**src/rtl/stream_sequencer.sv**
```systemverilog
// stream_sequencer: packet parser feeding a sample FIFO and modulator run control; define SEQ_WATCHDOG_EN for the mid-packet idle watchdog
module stream_sequencer #(
  parameter logic [7:0] SYNC_BYTE = 8'hA5,
  parameter int DEPTH_WIDTH = 10,
  parameter int PREFILL = 512,
  parameter int TIMEOUT = 1024
) (
  input  logic                   clk,
  input  logic                   rst,
  input  logic [7:0]             rx_data_si,
  input  logic                   rx_valid_si,
  output logic                   rx_ready_si,
  output logic [7:0]             fifo_wr_data,
  output logic                   fifo_wr_en,
  input  logic                   fifo_full,
  input  logic                   fifo_empty,
  input  logic [DEPTH_WIDTH:0]   fifo_level,
  output logic                   mod_enable,
  output logic [7:0]             mod_cfg,
  output logic                   underrun,
  output logic [7:0]             err_cnt
);
  typedef enum logic [2:0] {HUNT, CMD, LEN, PAYLOAD, DISCARD} p_state_t;
  typedef enum logic [1:0] {IDLE, ARMED, RUN} r_state_t;
  localparam logic [7:0] C_DATA = 8'h01;
  localparam logic [7:0] C_CFG = 8'h02;
  localparam logic [7:0] C_START = 8'h03;
  localparam logic [7:0] C_STOP = 8'h04;
  localparam logic [DEPTH_WIDTH:0] PREFILL_LVL = PREFILL[DEPTH_WIDTH:0];
  p_state_t p_state, p_nxt;
  r_state_t r_state, r_nxt;
  logic [7:0] cmd, cnt;
  logic cfg_first, acc, is_data, known, len_acc, start_evt, stop_evt, und_evt, err_inc, wd_to;
  assign is_data = p_state == PAYLOAD && cmd == C_DATA;
  assign rx_ready_si = !rst || !(is_data && fifo_full);
  assign acc = rx_valid_si && rx_ready_si;
  assign fifo_wr_data = rx_data_si;
  assign fifo_wr_en = rst && is_data && acc;
  assign known = cmd inside {C_DATA, C_CFG, C_START, C_STOP};
  assign len_acc = p_state == LEN && acc;
  assign start_evt = len_acc && cmd == C_START;
  assign stop_evt = len_acc && cmd == C_STOP;
  assign und_evt = r_state == RUN && fifo_empty && !stop_evt;
  assign err_inc = (len_acc && rx_data_si != 8'd0 && !known) || wd_to;
`ifdef SEQ_WATCHDOG_EN
  localparam int WW = $clog2(TIMEOUT + 1);
  logic [WW-1:0] wd_cnt;
  assign wd_to = p_state != HUNT && !acc && wd_cnt == WW'(TIMEOUT - 1);
  always_ff @(posedge clk)
    wd_cnt <= (!rst || p_state == HUNT || acc || wd_to) ? '0 : wd_cnt + WW'(1);
`else
  assign wd_to = TIMEOUT < 0;
`endif
  always_comb begin
    p_nxt = p_state;
    if (wd_to)
      p_nxt = HUNT;
    else if (acc)
      case (p_state)
        HUNT: p_nxt = rx_data_si == SYNC_BYTE ? CMD : HUNT;
        CMD: p_nxt = LEN;
        LEN: p_nxt = rx_data_si == 8'd0 ? HUNT : known ? PAYLOAD : DISCARD;
        PAYLOAD, DISCARD: p_nxt = cnt == 8'd1 ? HUNT : p_state;
        default: p_nxt = HUNT;
      endcase
  end
  always_comb begin
    r_nxt = stop_evt ? IDLE :
            r_state == IDLE ? (start_evt ? ARMED : IDLE) :
            r_state == ARMED ? (fifo_level >= PREFILL_LVL ? RUN : ARMED) :
            r_state == RUN ? (fifo_empty ? ARMED : RUN) : IDLE;
  end
  always_ff @(posedge clk) begin
    if (!rst) begin
      p_state <= HUNT;
      r_state <= IDLE;
    end else begin
      p_state <= p_nxt;
      r_state <= r_nxt;
    end
  end
  always_ff @(posedge clk) begin
    if (!rst) begin
      cmd <= 8'd0;
      cnt <= 8'd0;
      cfg_first <= 1'b0;
      mod_cfg <= 8'd0;
      mod_enable <= 1'b0;
      underrun <= 1'b0;
      err_cnt <= 8'd0;
    end else begin
      mod_enable <= r_nxt == RUN;
      underrun <= und_evt;
      if (err_inc && err_cnt != 8'hFF)
        err_cnt <= err_cnt + 8'd1;
      if (acc && p_state == CMD)
        cmd <= rx_data_si;
      if (len_acc) begin
        cnt <= rx_data_si;
        cfg_first <= 1'b1;
      end else if (acc && (p_state == PAYLOAD || p_state == DISCARD)) begin
        cnt <= cnt - 8'd1;
        cfg_first <= 1'b0;
      end
      if (acc && p_state == PAYLOAD && cmd == C_CFG && cfg_first)
        mod_cfg <= rx_data_si;
    end
  end
endmodule

```
**config.mk**
```make
export PLATFORM = sky130hd
export DESIGN_NAME = stream_sequencer
export DESIGN_NICKNAME = d
export VERILOG_FILES = /design/src/rtl/stream_sequencer.sv
export SDC_FILE = /design/constraint.sdc
export NUM_CORES = 1
export LEC_CHECK = 0
export CAP_MARGIN = 0
export CORE_ASPECT_RATIO = 0.8
export CORE_MARGIN = 2
export CORE_UTILIZATION = 49
export DETAILED_ROUTE_END_ITERATION = 7
export GPL_TIMING_DRIVEN = 0
export HOLD_SLACK_MARGIN = 0.15
export PLACE_DENSITY = 0.8
export SYNTH_ARGS = -nofsm -noshare
export SYNTH_HDL_FRONTEND = slang
export SYNTH_SLANG_ARGS = --single-unit
```
**constraint.sdc**
```tcl
create_clock -name clk -period 2.2 [get_ports clk]
set_input_delay 0.22 -clock clk [delete_from_list [all_inputs] [get_ports clk]]
set_output_delay 0.22 -clock clk [all_outputs]
set_load 0.005 [all_outputs]
```
Word-level counts from Yosys, hierarchy flattened:

Index checks and enable logic that the tools add are counted.

* register bits after elaboration: 40
* logic and storage cells: 75
* input port bits: 24

* reduce and logical (&&, ||, !) cells: 32
* $add $sub $neg: 2
* multiplexer cells: 16
* order comparisons: 1
* equality and inequality tests: 15

Operators by type and width (count)
* $logic_and 1x1->1: 18
* $eq 8x1->1 const B: 2
* $eq 8x2->1 const B: 2
* $mux 8: 2
* $mux 2: 6
* $pmux 3 s4: 1
* $ge 11x10->1 const B: 1
* $mux 3: 3
* $add 8x1->8 const B: 1
* $eq 8x3->1 const B: 1
* $eq 8x8->1 const B: 1
* $logic_not 8->1: 1
* $ne 8x8->1 const B: 1
* $reduce_bool 8->1: 1
* $sub 8x1->8 const B: 1
* $eq 3x2->1 const B: 2
* $eq 2x2->1 const B: 2
* $logic_not 1->1: 4
* $mux 1: 4
* $reduce_bool 4->1: 1
* $eq 3x1->1 const B: 1
* $eq 3x3->1 const B: 1
* $logic_not 3->1: 1
* $eq 2x1->1 const B: 1
* other kinds (6): 7

Logic depth before layout (Yosys ltp):

Gate-level depths: netlist of run 1.

* word-level depth: 12
* mapped depth: 7
* mapped depth without buffers: 6

Least setup slack after synthesis of run 1:

OpenSTA, ideal clock, no wires.

* path kind: flip-flop to flip-flop
* start point: register cnt[3]
* end point: register p_state[0]
* stages on the path, launching flop included: 6
* slack: 458 ps
* arrival: 1628 ps
* period minus slack after synthesis: 1742 ps
* required time: 2085 ps
* buffers on the path: 0
* path through: dfxtp_1 -> or4_4 -> nor4b_1 -> o21ai_0 -> and2_1 -> o21a_1

* longest elaborated chain between the ends: 3

Ends and longest elaborated chain
* from (decl): RTL line 32 `logic [7:0] cmd, cnt;`
* from (signal assigned): RTL line 99 `cnt <= rx_data_si;`
* from (signal assigned): RTL line 102 `cnt <= cnt - 8'd1;`
* $eq 8x1->1: RTL line 63 `PAYLOAD, DISCARD: p_nxt = cnt == 8'd1 ? HUNT : p_state;`
* $ne 2x2->1 (no source line)
* $reduce_and 2->1 (no source line)
* to (signal assigned): RTL line 78 `p_state <= p_nxt;`
* to (decl): RTL line 30 `p_state_t p_state, p_nxt;`

No other way between the ends.
A chain may end at the register's enable or synchronous reset.

Final worst setup path of run 1:

* start point: register cmd[3]
* end point: output fifo_wr_en

* longest elaborated chain between the ends: 7
* elaborated cells between the ends (all ways): 8
* classes of those cells: eq/ne (1); reduce/logical (7)

Ends and longest elaborated chain
* from (decl): RTL line 32
* from (signal assigned): RTL line 97 `cmd <= rx_data_si;`
* $eq 8x1->1 (*): RTL line 34 `assign is_data = p_state == PAYLOAD && cmd == C_DATA;`
* $logic_and 1x1->1 (*): RTL line 34
* $logic_and 1x1->1: RTL line 35 `assign rx_ready_si = !rst || !(is_data && fifo_full);`
* $logic_not 1->1: RTL line 35
* $logic_or 1x1->1: RTL line 35
* $logic_and 1x1->1: RTL line 36 `assign acc = rx_valid_si && rx_ready_si;`
* $logic_and 1x1->1 (*): RTL line 38 `assign fifo_wr_en = rst && is_data && acc;`
* to (decl): RTL line 14 `output logic fifo_wr_en,`

Mark *: on every way between the ends. The rest lies on a longest branch, timed or not.

==> impl_metrics.csv, run 1 <==
group,metric,value,unit
run_status,status,"finished, final reports clean",
cts,clkTransAtPathRegs,80,ps
global_routing,grt_antenna_before_repair,0,
pwr,powerDensity,488.9,mW/mm²
timing,setup_viol,0,
critical_path,start_kind,"flip-flop",
detailed_routing,vias,2000,
critical_path,crit_family,"simple AND/OR/NAND/NOR gates",
global_routing,grt_pass1_wl,8376,µm
synthesis,ys_seq_elements,40,
timing,finClkSkew,3.951,ps
detailed_routing,drtIter0Drc,170,
cells_and_area,diodes,0,
critical_path,end_kind,"output pin",
timing,drv_slew,0,
floorplanning,dieArea,0.004909,mm²
cells_and_area,drive_above_1_share,13.51,%
cts,root_buffer,"clkbuf_8",
synthesis,ys.flop_type,"dfxtp_1",
global_routing,grt_max_degree,13,
synthesis,synth_area,0.002137,mm²
floorplanning,dieHeight,63.07,µm
cts,cts.sinks,40,
pwr,power,1.337,mW
synthesis,syn_nets,272,
detailed_routing,drt_pass1_iterations,4,
detailed_routing,ant_nets,0,
synthesis,yosys.area.top_type,"dfxtp_1",
timing,relSlewSlack,63.93,%
timing,tightest_slew,541.1,ps
synthesis,synth_area_per_cell,8.723,µm²
critical_path,crit_type,"flip-flop to output pin",
placed_design,dpl.hpwl,3679,µm
synthesis,synth_commonest_cells,"40 x dfxtp_1, 33 x nand2_1, 25 x a21oi_1, 22 x nor2_1, 10 x mux2i_1",
critical_path,worstPathArrival,1850,ps
synthesis,ys_warn_count,0,
global_routing,grt_usage,21.53,%
cts,clock_latency,300,ps
detailed_routing,routedWlPerCell,14.56,µm
cts,cts_tree,"built",
floorplanning,fp-row-count,21,
cells_and_area,final_util,65.47,%
cells_and_area,area_delta_synth_final,27.99,%
min_path,hold_path_class,"flip-flop to flip-flop",
global_routing,grt_overflow_total,0,
synthesis,synth.top_cell.area_share,37.47,%
critical_path,crit_chain,"nor4_1 -> nand4b_1 -> nand2_1 -> nor2_1 -> dlygate4sd2_1",
detailed_routing,drc,0,
critical_path,cp.buffers_inverters,1,
cts,cts_max_level,2,
placed_design,gp_congestion,0.8535,
synthesis,synth_cell_types,60,
placed_design,portBuffers,42,
cells_and_area,final_nets,322,
synthesis,synthArstFlopShare,0,%
critical_path,slowest_delay,430,ps
timing,rsz0062_at_grt,"no",
floorplanning,coreArea,0.004178,mm²
synthesis,syn_inst,245,
placed_design,dp.cells,344,
synthesis,synth-edff-count,0,
critical_path,critPathRequiredTime,1980,ps
pwr,p_leak,1.032,nW
detailed_routing,vias_per_cell,5.666,
critical_path,r2r_setup_slack,200,ps
timing,finalHoldViolCount,0,
global_routing,grt_pass1_vias,1803,
timing,tns,0,ps
synthesis,yosys.cell_count.top_type,"dfxtp_1",
timing,fin_crit,2069,ps
detailed_routing,routed_wl,5141,µm
cts,cts_hold_buf,0,
critical_path,cp_max_fo,4,
timing,fin_crit_sh,94.03,%
cells_and_area,stdcell_count,353,
floorplanning,io_pins,52,
critical_path,slowest_stage,"nor4_1",
synthesis,yosysSeqAreaShare,37.47,%
floorplanning,die_x,77.84,µm
flow_run,drv_cap,0,
timing,fmax,0.4834,GHz
cts,cts.path.max_buffers,2,
synthesis,synth.area.top_cells,"dfxtp_1 37%, a21oi_1 5.9%, nand2_1 5.8%",
cts,cts_made_buffers,5,
floorplanning,start_util,51.15,%
pwr,ir_worst_vdd,0.2846,mV
## tightest hold or removal path: stages (launching register included)
cell     delay (ps)
dfxtp_1         330
nand2_1          60
a21oi_1          50
## timing repair
| action | CTS | global route |
|---|---|---|
| resized for setup | 3 | 0 |
| setup buffers | 1 | 0 |
| endpoints found under the setup margin | 1 | 0 |
## per-layer routing
layer / vias to the layer above / global-route usage [%] / wire, µm
met3: 6 / 5.444 / 320
met2: 71 / 34.05 / 2288
met4: 0 / 5.804 / 50
met1: 932 / 29.25 / 2482
met5: - / 0 / 0
li1: 991 / - / -
## cell type report
class | count | area [µm²]
fill | 343 | 1443
clock buffer | 6 | 82.58
multi-input combinational | 181 | 1191
clock inverter | 2 | 10.01
inverter | 6 | 22.52
buffer | 18 | 130.1
tap | 57 | 71.32
sequential | 40 | 800.8
timing repair buffer | 43 | 426.7
## stage by stage
step	area, µm²	setup WS, ps	hold WS [ps]
after global placement	2629	44.62	460.5
final	2735	131.3	481.1
after global routing	2735	9.567	510.5
after CTS	2735	163.8	478.0
after floorplan	2137	457.9	353.6
after detailed placement	2629	13.00	467.3
## sequential cells by signal, indices dropped and copies added (netlist names)
| name | cells |
|---|---|
| cfg_first | 1 |
| cmd | 8 |
| mod_enable | 1 |
| p_state | 3 |
| r_state | 2 |
| underrun | 1 |
| err_cnt | 8 |
| cnt | 8 |
| mod_cfg | 8 |
## where the power goes
group / internal (mW) / switching, mW / leakage (nW)
logic: 0.0537 / 0.0485 / 0.659
registers: 0.723 / 0.000200 / 0.322
clock network: 0.250 / 0.261 / 0.0510
## logic make-up (layout without fill, tap and decap cells)
family                   after synthesis  count (layout)  share of synthesized area, %
AO/OA/AOI/OAI                         60              60                         19.15
adder cells (fa/ha/maj)                3               3                         1.757
buffers and inverters                 24              75                         7.142
flip-flops                            40              40                         37.47
multiplexers                          11              11                         5.211
AND/OR/NAND/NOR                      107             107                         29.27
## path summary, 6_finish.rpt
kind,from,endpoint,cells after the start
setup / recovery,cmd[3],fifo_wr_en,5
setup reg to reg,p_state[2],mod_cfg[5],5
hold reg to reg,cmd[6],cmd[6],2
hold / removal,cmd[6],cmd[6],2
## layout by cell type (no fill, tap or decap), types with 5 or more instances in the layout
| master | n |
|---|---|
| inv_1 | 6 |
| nand2_1 | 33 |
| o21ai_0 | 9 |
| mux2i_1 | 10 |
| nor3_1 | 6 |
| clkdlybuf4s50_1 | 41 |
| a21oi_1 | 25 |
| clkbuf_1 | 5 |
| nor2_1 | 21 |
| dfxtp_1 | 40 |
| buf_4 | 10 |
| nand3_1 | 6 |
| clkbuf_8 | 7 |
Note: power is estimated with default switching activity, not from simulation.
==> run 2, diff against run 1 <==
RECOVER_POWER = 25   (was unset)
==> impl_metrics.csv, run 2 (synthesis results as in run 1) <==
group,metric,value,unit
pwr,combPwrFrac,7.5,%
critical_path,crit_type,"flip-flop to output pin",
cells_and_area,drive_above_1_share,13.18,%
pwr,p_sw_share,23.38,%
critical_path,r2r_setup_slack,190,ps
cells_and_area,final_util,65.23,%
global_routing,grt_usage,21.53,%
timing,tightest_slew,551.1,ps
global_routing,grt_pass1_wl,8376,µm
critical_path,slowest_delay,310,ps
timing,layout_setup_ws,140.9,ps
cts,cts.sinks,40,
critical_path,worstPathArrival,1840,ps
timing,rsz0062_at_grt,"no",
pwr,pwr-share-clk,38.4,%
cells_and_area,diodes,0,
timing,setup_viol,0,
cts,clock_latency,300,ps
timing,relSlewSlack,63.26,%
critical_path,rr_startpoint,"p_state[2]",
critical_path,cp_max_fo,10,
cts,clkTransAtPathRegs,80,ps
timing,fin_crit,2059,ps
min_path,worstHoldEndpoint,"cmd[6]",
cts,cts_tree,"built",
critical_path,end_kind,"output pin",
run_status,status,"finished, final reports clean",
floorplanning,dieHeight,63.07,µm
flow_run,drv_cap,0,
pwr,power.switching,0.3130,mW
detailed_routing,routed_wl,5209,µm
cells_and_area,final_cell_area,0.002725,mm²
cts,cts.path.max_buffers,2,
placed_design,dp_slack,13.00,ps
critical_path,start_kind,"flip-flop",
pwr,p_int,1.026,mW
cells_and_area,final_nets,322,
cells_and_area,layout_common_cells,"40 x dfxtp_1, 33 x nand2_1, 30 x clkdlybuf4s50_1",
timing,finalHoldViolCount,0,
global_routing,grt_overflow_total,0,
global_routing,grt_max_degree,13,
floorplanning,coreArea,0.004178,mm²
cts,root_buffer,"clkbuf_8",
timing,whs,480.9,ps
placed_design,placed_area,0.002629,mm²
timing,fmax,0.4857,GHz
timing,fin_crit_sh,93.59,%
critical_path,cp.buffers_inverters,2,
placed_design,dpl.hpwl,3679,µm
critical_path,crit_chain,"buf_2 -> and4bb_4 -> nand4b_1 -> nand2_1 -> nor2_1 -> dlygate4sd2_1",
cts,cts_hold_buf,0,
global_routing,grt_antenna_before_repair,0,
min_path,whs_path_depth,2,
timing,tns,0,ps
detailed_routing,vias_per_cell,5.646,
detailed_routing,routedWlPerCell,14.76,µm
min_path,min_from,"cmd[6]",
floorplanning,die_x,77.84,µm
cells_and_area,area_delta_synth_final,27.52,%
pwr,ir_worst_vdd,0.2853,mV
placed_design,portBuffers,42,
detailed_routing,drc,0,
critical_path,slowest_stage,"dfxtp_1",
pwr,power_frac_seq,54.0,%
detailed_routing,drtIter0Drc,154,
timing,finClkSkew,1.339,ps
floorplanning,fp-row-count,21,
detailed_routing,drt_pass1_iterations,4,
pwr,p_leak,1.065,nW
placed_design,gp_congestion,0.8535,
timing,drv_slew,0,
critical_path,crit_family,"simple AND/OR/NAND/NOR gates",
critical_path,critPathRequiredTime,1980,ps
critical_path,reg2reg_to,"mod_cfg[5]",
critical_path,ff2ff_path_depth,5,
cts,cts_made_buffers,5,
detailed_routing,ant_nets,0,
cells_and_area,mostFrequentLayoutCell,"dfxtp_1",
min_path,hold_path_class,"flip-flop to flip-flop",
global_routing,grt_pass1_vias,1803,
floorplanning,io_pins,52,
pwr,powerDensity,491.2,mW/mm²
cts,cts_max_level,2,
floorplanning,dieArea,0.004909,mm²
detailed_routing,vias,1993,
floorplanning,start_util,51.15,%
[run 2: cell count changes in the layout (fill, tap and decap cells not counted)]
cell	before	now
dlygate4sd3_1	0	11
clkbuf_1	5	6
clkdlybuf4s50_1	41	30
clkbuf_8	7	6
[run 2: worst max path at each step]
stage / end / slack, ps / depth (start not counted) / startpoint
6_report: fifo_wr_en / 140 / 6 / p_state[0]
3_3_place_gp: cnt[2] / 40 / 7 / rst
4_1_cts: fifo_wr_en / 160 / 5 / cmd[3]
5_1_grt: mod_cfg[0] / 10 / 5 / p_state[2]
3_5_place_dp: cnt[2] / 10 / 7 / rst
2_1_floorplan: p_state[0] / 460 / 5 / cnt[3]
[run 2: routing by layer]
layer  GRT usage, %  vias up  share of wire (%)
met4          5.804        0               0.92
li1               -      990                  -
met1          29.25      931                 49
met5              0        -                  0
met2          34.05       66                 44
met3          5.444        6                6.2
[run 2: power by group through the flow]
| stage | sequential (mW) | combinational [mW] | clock [mW] |
|---|---|---|---|
| floorplan | 0.741 | 0.0372 | 0 |
| global placement | 0.741 | 0.0997 | 0 |
| detailed placement | 0.741 | 0.101 | 0 |
| CTS | 0.723 | 0.102 | 0.518 |
| global route | 0.724 | 0.107 | 0.555 |
| finish | 0.723 | 0.101 | 0.514 |
[run 2: metrics by stage]
| step | power, mW | instances |
|---|---|---|
| 2_1_floorplan | 0.7779 | 245 |
| 3_3_place_gp | 0.8403 | 344 |
| 3_5_place_dp | 0.8415 | 344 |
| 4_1_cts | 1.343 | 353 |
| 5_1_grt | 1.385 | 353 |
| 6_report | 1.339 | 353 |
[run 2: cell type report]
cell class	count	area, µm²
multi-input combinational	181	1191
buffer	18	120.1
sequential	40	800.8
clock buffer	6	82.58
inverter	6	22.52
timing repair buffer	43	426.7
tap	57	71.32
clock inverter	2	10.01
fill	344	1453
[run 2: repair_timing]
action	in CTS	in global routing
buffers inserted	1	0
endpoints found under the setup margin	1	0
gates resized for setup	3	0
endpoints found under the hold margin	0	0
[run 2: worst register-to-register path, stage by stage, from the launching register on]
cell and delay, ps:
dfxtp_1 520, and4bb_4 270, a41oi_2 350, nand4_2 400, mux2i_1 270, nor2_1 70
